[src/rtl/matrix_spi_lane_tx_if.sv]
// Word handshake between the frame-buffer readout and the SPI lane serializer.
//   in_data   LANES*8  lane i byte = in_data[8i+7:8i]
//   in_valid  1        in_data/in_last valid
//   in_last   1        word is the last of a frame
//   in_ready  1        serializer can take a word this cycle
// master: word source (frame-buffer readout); slave: matrix_spi_lane_tx.
interface matrix_spi_lane_tx_if #(
  parameter int LANES = 8
) ();
  logic [LANES*8-1:0] in_data;
  logic               in_valid;
  logic               in_last;
  logic               in_ready;

  modport master (
    output in_data,
    output in_valid,
    output in_last,
    input  in_ready
  );

  modport slave (
    input  in_data,
    input  in_valid,
    input  in_last,
    output in_ready
  );
endinterface

[src/rtl/matrix_spi_lane_tx.sv]
// Parallel multi-lane SPI (mode 0) serializer for the LED matrix panel controllers.
// Every lane shifts its own byte out MSB-first on a shared spi_clk; a word tagged
// last is followed by an idle gap the panel controllers use to resync.
// Ports:
//   clk         system clock, rising edge
//   rst_n       asynchronous active-low reset
//   bus         word handshake (slave side): in_data, in_valid, in_last, in_ready
//   spi_clk     shared SPI clock, idles low
//   spi_mosi    per-lane serial data, MSB first
//   busy        high while shifting or in the frame gap
//   frame_done  one-cycle pulse after the frame gap ends
//
// state | meaning
// IDLE  | in_ready high, waiting for a word
// SHIFT | clocking 8 bits out on every lane, CLK_DIV cycles per clock phase
// GAP   | lines held low for GAP_CYCLES after the last word of a frame
module matrix_spi_lane_tx #(
  parameter int LANES      = 8,
  parameter int CLK_DIV    = 2,
  parameter int GAP_CYCLES = 64
) (
  input  logic                 clk,
  input  logic                 rst_n,
  matrix_spi_lane_tx_if.slave  bus,
  output logic                 spi_clk,
  output logic [LANES-1:0]     spi_mosi,
  output logic                 busy,
  output logic                 frame_done
);

  localparam int DIV_W = $clog2(CLK_DIV + 1);
  localparam int GAP_W = $clog2(GAP_CYCLES + 1);
  localparam logic [DIV_W-1:0] DIV_LAST = DIV_W'(CLK_DIV - 1);
  localparam logic [GAP_W-1:0] GAP_LAST = GAP_W'(GAP_CYCLES - 1);

  typedef enum logic [1:0] {IDLE, SHIFT, GAP} state_t;

  state_t             state;
  logic [LANES*8-1:0] shreg;
  logic               last_q;
  logic [2:0]         bit_cnt;
  logic               phase_high;
  logic [DIV_W-1:0]   div_cnt;
  logic [GAP_W-1:0]   gap_cnt;

  always_ff @(posedge clk or negedge rst_n) begin
    if (!rst_n) begin
      state        <= IDLE;
      bus.in_ready <= 1'b0;
      spi_clk      <= 1'b0;
      spi_mosi     <= '0;
      busy         <= 1'b0;
      frame_done   <= 1'b0;
      shreg        <= '0;
      last_q       <= 1'b0;
      bit_cnt      <= '0;
      phase_high   <= 1'b0;
      div_cnt      <= '0;
      gap_cnt      <= '0;
    end else begin
      frame_done <= 1'b0;
      case (state)
        IDLE: begin
          // in_ready is registered, so a word is only taken once ready is visible upstream
          if (bus.in_valid && bus.in_ready) begin
            shreg        <= bus.in_data;
            last_q       <= bus.in_last;
            bit_cnt      <= 3'd7;
            phase_high   <= 1'b0;
            div_cnt      <= '0;
            bus.in_ready <= 1'b0;
            busy         <= 1'b1;
            state        <= SHIFT;
            for (int i = 0; i < LANES; i++) begin
              spi_mosi[i] <= bus.in_data[8*i+7];
            end
          end else begin
            bus.in_ready <= 1'b1;
          end
        end

        SHIFT: begin
          if (div_cnt == DIV_LAST) begin
            div_cnt <= '0;
            if (!phase_high) begin
              phase_high <= 1'b1;
              spi_clk    <= 1'b1;
            end else begin
              phase_high <= 1'b0;
              spi_clk    <= 1'b0;
              if (bit_cnt != 3'd0) begin
                bit_cnt <= bit_cnt - 3'd1;
                // bit 7 is already on the line, so the next bit out is bit 6
                for (int i = 0; i < LANES; i++) begin
                  spi_mosi[i]      <= shreg[8*i+6];
                  shreg[8*i +: 8]  <= {shreg[8*i +: 7], 1'b0};
                end
              end else begin
                spi_mosi <= '0;
                gap_cnt  <= '0;
                if (last_q) begin
                  state <= GAP;
                end else begin
                  state        <= IDLE;
                  busy         <= 1'b0;
                  bus.in_ready <= 1'b1;
                end
              end
            end
          end else begin
            div_cnt <= div_cnt + DIV_W'(1);
          end
        end

        GAP: begin
          if (gap_cnt == GAP_LAST) begin
            gap_cnt      <= '0;
            state        <= IDLE;
            busy         <= 1'b0;
            bus.in_ready <= 1'b1;
            frame_done   <= 1'b1;
          end else begin
            gap_cnt <= gap_cnt + GAP_W'(1);
          end
        end

        default: begin
          state        <= IDLE;
          busy         <= 1'b0;
          bus.in_ready <= 1'b0;
          spi_clk      <= 1'b0;
          spi_mosi     <= '0;
        end
      endcase
    end
  end

endmodule
[src/flat_wrapper.sv]
// flat-port wrapper written by rule: the top's interface ports become plain ports
module matrix_spi_lane_tx_flat 
#(
  parameter int LANES      = 8,
  parameter int CLK_DIV    = 2,
  parameter int GAP_CYCLES = 64
)
  (clk, rst_n, spi_clk, spi_mosi, busy, frame_done, bus_in_data, bus_in_valid, bus_in_last, bus_in_ready);
  matrix_spi_lane_tx_if #(.LANES(LANES)) bus_i ();
  input  logic clk;
  input  logic rst_n;
  output logic spi_clk;
  output logic [LANES-1:0] spi_mosi;
  output logic busy;
  output logic frame_done;
  input wire logic [$bits(bus_i.in_data)-1:0] bus_in_data;
  input wire logic [$bits(bus_i.in_valid)-1:0] bus_in_valid;
  input wire logic [$bits(bus_i.in_last)-1:0] bus_in_last;
  output wire logic [$bits(bus_i.in_ready)-1:0] bus_in_ready;
  assign bus_i.in_data = bus_in_data;
  assign bus_i.in_valid = bus_in_valid;
  assign bus_i.in_last = bus_in_last;
  assign bus_in_ready = bus_i.in_ready;
  matrix_spi_lane_tx #(.LANES(LANES), .CLK_DIV(CLK_DIV), .GAP_CYCLES(GAP_CYCLES)) u_core (.clk(clk), .rst_n(rst_n), .bus(bus_i), .spi_clk(spi_clk), .spi_mosi(spi_mosi), .busy(busy), .frame_done(frame_done));
endmodule
[config.mk]
export PLATFORM = sky130hd
export DESIGN_NAME = matrix_spi_lane_tx_flat
export DESIGN_NICKNAME = d
export VERILOG_FILES = /design/src/rtl/matrix_spi_lane_tx_if.sv /design/src/rtl/matrix_spi_lane_tx.sv /design/src/flat_wrapper.sv
export SDC_FILE = /design/constraint.sdc
export NUM_CORES = 1
export LEC_CHECK = 0
export BUFFER_PORTS_ARGS = -buffer_cell sky130_fd_sc_hd__buf_2
export CORE_MARGIN = 2
export CORE_UTILIZATION = 55
export DETAILED_ROUTE_END_ITERATION = 10
export PLACE_DENSITY_LB_ADDON = 0.12
export SLEW_MARGIN = 15
export SYNTH_ARGS = -nofsm -noshare
export SYNTH_HDL_FRONTEND = slang
export SYNTH_SLANG_ARGS = --single-unit
[constraint.sdc]
create_clock -name clk -period 2.9 [get_ports clk]
set_input_delay 0.87 -clock clk [delete_from_list [all_inputs] [get_ports clk]]
set_output_delay 0.87 -clock clk [all_outputs]
set_load 0.01 [all_outputs]
-- Yosys cells after proc, flatten, opt, wreduce, memory -nomap -nowiden
Index checks and enable logic that the tools add are counted.
- output and inout port bits: 12
- input bits: 68
- register bits: 91
- add/subtract/negate cells: 3
- reductions and logical operators: 16
- mux-type cells: 51
- bitwise operators: 2
- equal/unequal tests: 11
- operator list (cell ; count):
    63-bit 2-to-1 mux ; 4
    63-bit one-hot mux with 2 select lines ; 1
    8-bit 2-to-1 mux ; 4
    7-bit 2-to-1 mux ; 4
    8-bit one-hot mux with 3 select lines ; 1
    1-bit 2-to-1 mux ; 17
    2-bit 2-to-1 mux ; 8
    5-bit AND reduction ; 3
    7-bit one-hot mux with 2 select lines ; 1
    3-bit 2-to-1 mux ; 4
    2-bit by 1-bit != test with 1-bit output, second input constant ; 5
    4-bit AND reduction ; 2
    7-bit by 1-bit adder with 7-bit output, second input constant ; 1
    7-bit by 6-bit == test with 1-bit output, second input constant ; 1
    1-bit one-hot mux with 3 select lines ; 2
    2-bit one-hot mux with 3 select lines ; 1
    3-bit one-hot mux with 2 select lines ; 1
    2-bit AND reduction ; 3
    6-bit AND reduction ; 1
    2-bit by 1-bit == test with 1-bit output, second input constant ; 2
    2-bit != test, second input constant ; 2
    1-bit one-hot mux with 2 select lines ; 2
    2-bit one-hot mux with 2 select lines ; 1
    2-bit nonzero test ; 2
    9 further kinds ; 10

-- Longest topological paths before layout
- depth after elaboration: 5
- depth in mapped cells: 9

-- Least setup slack after synthesis
No wires, ideal clock.
- path type: input -> register
- start point: in bus_in_valid
- end point: reg u_core.state[0]
- cell stages on the path: 4
- buffers on the path: 0
- arrival: 1.724 ns
- setup slack: 1.051 ns
- path through: a21boi_0 a21oi_1 nand3b_1 mux2_2
- longest elaborated chain between the ends: 3
- ends and longest elaborated chain (element ; line ; text):
    start, declared ; flat_wrapper.sv:17 ; input wire logic [$bits(bus_i.in_valid)-1:0] bus_in_valid;
    1-bit logical AND ; matrix_spi_lane_tx.sv:65 ; if (bus.in_valid && bus.in_ready) begin
    2-bit by 1-bit != test with 1-bit output (no line) ; - ;
    5-bit AND reduction (no line) ; - ;
    end signal, assigned ; matrix_spi_lane_tx.sv:73 ; state <= SHIFT;
    end signal, assigned ; matrix_spi_lane_tx.sv:102 ; state <= GAP;
    end signal, assigned ; matrix_spi_lane_tx.sv:104 ; state <= IDLE;
    end, declared ; matrix_spi_lane_tx.sv:38 ; state_t state;
No other way between the ends.
A chain may end at the register's enable or synchronous reset.

-- Worst setup path after layout
- start point: reg u_core.bit_cnt[0]
- end point: reg u_core.shreg[10]
- longest elaborated chain between the ends: 3
- ends and longest elaborated chain (element ; line ; text):
    start, declared ; matrix_spi_lane_tx.sv:41 ; logic [2:0] bit_cnt;
    start signal, assigned ; matrix_spi_lane_tx.sv:92 ; bit_cnt <= bit_cnt - 3'd1;
    3-bit nonzero test ; matrix_spi_lane_tx.sv:91 ; if (bit_cnt != 3'd0) begin
    2-bit by 1-bit != test with 1-bit output (no line) ; - ;
    5-bit AND reduction (no line) ; - ;
    end signal, assigned ; matrix_spi_lane_tx.sv:66 ; shreg <= bus.in_data;
    end signal, assigned by index ; matrix_spi_lane_tx.sv:96 ; shreg[8*i +: 8] <= {shreg[8*i +: 7], 1'b0};
    end, declared ; matrix_spi_lane_tx.sv:39 ; logic [LANES*8-1:0] shreg;
No other way between the ends.

==> results_dict.tcl <==
set metrics [dict create \
    outcome "finished clean" \
    async_reset_ff_frac 1.00 \
    dp_hpwl_um 5770 \
    cts-root-buf "clkbuf_8" \
    drc_errors 0 \
    drive_gt1_frac 0.251 \
    syn_to_final_growth_pct 15.6 \
    holdWs_ns 0.460 \
    reg2reg_setup_slack_ns 0.41 \
    clkSlewWorstSetupHoldPaths_ns 0.09 \
    worst-path-max-fanout 70 \
    drt_iter0_drc 222 \
    syn_inst 386 \
    synth-main-ff-cell "dfrtp_1" \
    fin_util 0.657 \
    setup.worst_path.end_class "flop" \
    diodes 0 \
    relSlewSlack 0.528 \
    crit_slowest_cell "buf_4" \
    rsz0062_at_grt "no" \
    period_needed_ns 2.49 \
    cts_setup_buffers 0 \
    syn_nets 461 \
    most-common-layout-cells "dfrtp_1, buf_2, a21oi_1" \
    cts_buffer_depth 2 \
    die_w_um 90.8 \
    ir_drop_mv 0.262 \
    coreArea_mm2 0.00729 \
    finalSetupViolations 0 \
    cts_hold_buffers 0 \
    grt_pass1_vias 2994 \
    power_density_mw_per_mm2 433 \
    timing.setup.tns_ns 0 \
    setup_ws_ns 0.409 \
    hold_class "input port to async pin" \
    cp_num_cells 7 \
    place_ws_ns 0.450 \
    cpPeakStageDelay_ns 0.64 \
    htree_levels 3 \
    layout.cells.non_filler 553 \
    crit_buf_inv 2 \
    start_util 0.568 \
    grt_usage 0.220 \
    die-area_mm2 0.00825 \
    crit_path_start_kind "flop" \
    cts-resized-gates 0 \
    drt-pass1-iter-count 5 \
    antenna_found_initial 0 \
    drtAntennaViolNets 0 \
    reg2reg_depth 7 \
    via_per_inst 5.79 \
    fmax_ghz 0.402 \
    slew_violations 0 \
    netlist_area_mm2 0.00415 \
    ys_seq_area_frac 0.507 \
    ys.warnings.count 0 \
    clock_latency_ns 0.35 \
    overflow 0 \
    period_share 0.859 \
    grt_pass1_wl_um 14600 \
    gp_congestion 0.764 \
    tightest_slew_ns 0.706 \
    synth.distinct_cells 38 \
    place_inst 537 \
    cp_top_family "compound AO/OA/AOI/OAI gates" \
    port_buffers 79 \
    ios 80 \
    via_count 3201 \
    final_common_cell "dfrtp_1" \
    critPathKind "flop to flop" \
    cts_buffers 9 \
    cp_cell_sequence "inv_1, ha_1, nor2b_1, o21ai_4, buf_4, a21oi_1, a31oi_1" \
    cts_tree "built" \
    fin_skew_ns 0.00986 \
    synth_area_per_cell_um2 10.7 \
    synth-edff-count 0 \
    cts_sinks 84 \
    required_ns 3.16 \
    wire_per_inst_um 15.7 \
    p_leak_nw 2.27 \
    routed_wl_um 8700 \
    die_h_um 90.8 \
    hold_violations 0 \
    num_rows 31 \
    grt_max_degree 71 \
    nets 524 \
    drv_cap 0 \
    cp.arrival_ns 2.75 \
    ys_ff_latch 84 \
]
[cell type report]
class                      instances  area (µm²)
multi-input combinational        259        1870
clock inverter                     4        32.5
inverter                           9        33.8
fill                             647        2500
timing repair buffer              86         463
tap                               99         124
sequential                        84        2100
clock buffer                      12         165
[worst register-to-register path, cell delays in order, from the launching register on]
cell and delay [ns]:
dfrtp_1 0.37, inv_1 0.06, ha_1 0.20, nor2b_1 0.19, o21ai_4 0.58, buf_4 0.65
a21oi_1 0.17, a31oi_1 0.19
[stage by stage]
step | area (µm²) | power [W]
CTS | 4790 | 0.00209
global placement | 4590 | 0.00129
global route | 4790 | 0.00215
finish | 4790 | 0.00207
floorplan | 4150 | 0.00121
detailed placement | 4590 | 0.00129
[power by group]
part / internal, W / switching, W
clock network: 0.000385 / 0.000427
logic: 0.0000453 / 0.0000460
registers: 0.00117 / 0
[layer usage]
metal  global-route usage  share of wire  vias to the layer above
li1                     -              -                     1580
met1                0.329           0.49                     1537
met2                0.324           0.44                       74
met3               0.0401          0.048                       10
met4               0.0758          0.014                        0
met5                    0              0                        -
[cell families after synthesis]
family,count (synthesis),share of synthesized area
AOI/OAI and AO/OA,150,0.229
adders and majority gates,7,0.0211
buffers and inverters,43,0.0480
DFF,84,0.507
muxes,56,0.137
and+or+nand+nor,46,0.0580
[path summary, 6_finish.rpt]
check | startpoint | to
worst max-delay path | u_core.bit_cnt[0]$_DFFE_PN0P_ | u_core.shreg[10]$_DFFE_PN0P_
worst min-delay path | rst_n | u_core.gap_cnt[6]$_DFFE_PN0P_
worst max register to register | u_core.bit_cnt[0]$_DFFE_PN0P_ | u_core.shreg[10]$_DFFE_PN0P_
worst min register to register | u_core.shreg[40]$_DFFE_PN0P_ | u_core.shreg[40]$_DFFE_PN0P_
max in group asynchronous | rst_n | u_core.shreg[61]$_DFFE_PN0P_
min in group clk | u_core.shreg[40]$_DFFE_PN0P_ | u_core.shreg[40]$_DFFE_PN0P_
[state kept, by name, indices dropped and copies added (netlist names)]
signal,cells
u_core.frame_done,1
u_core.spi_mosi,8
u_core.busy,1
u_core.phase_high,1
u_core.shreg,56
u_core.gap_cnt,7
u_core.bus.in_ready,1
u_core.spi_clk,1
u_core.bit_cnt,3
u_core.div_cnt,2
u_core.last_q,1
u_core.state,2
[cells in the mapped netlist, types with 2 or more instances]
| library cell | number | area [µm²] |
|---|---|---|
| clkbuf_1 | 6 | 22.5 |
| nand2_1 | 10 | 37.5 |
| nor2_1 | 9 | 33.8 |
| a21boi_0 | 3 | 22.5 |
| nor2b_1 | 2 | 12.5 |
| inv_1 | 8 | 30.0 |
| nand2b_1 | 2 | 12.5 |
| dfrtp_1 | 84 | 2100 |
| and3_1 | 8 | 50.1 |
| a21oi_1 | 52 | 260 |
| nor4_1 | 2 | 12.5 |
| mux2i_1 | 50 | 500 |
| nand3_1 | 5 | 25.0 |
| o2bb2ai_1 | 9 | 78.8 |
| o21ai_2 | 2 | 17.5 |
| a22o_1 | 4 | 35.0 |
| nor3_1 | 2 | 10.0 |
| buf_2 | 27 | 135 |
| ha_1 | 7 | 87.6 |
| a31oi_1 | 49 | 307 |
| mux2_2 | 5 | 56.3 |
| nand3b_1 | 3 | 22.5 |
| a22oi_1 | 8 | 60.1 |
| o21ai_0 | 8 | 40.0 |
| a21o_1 | 8 | 60.1 |
(Power assumes the default switching activity.)
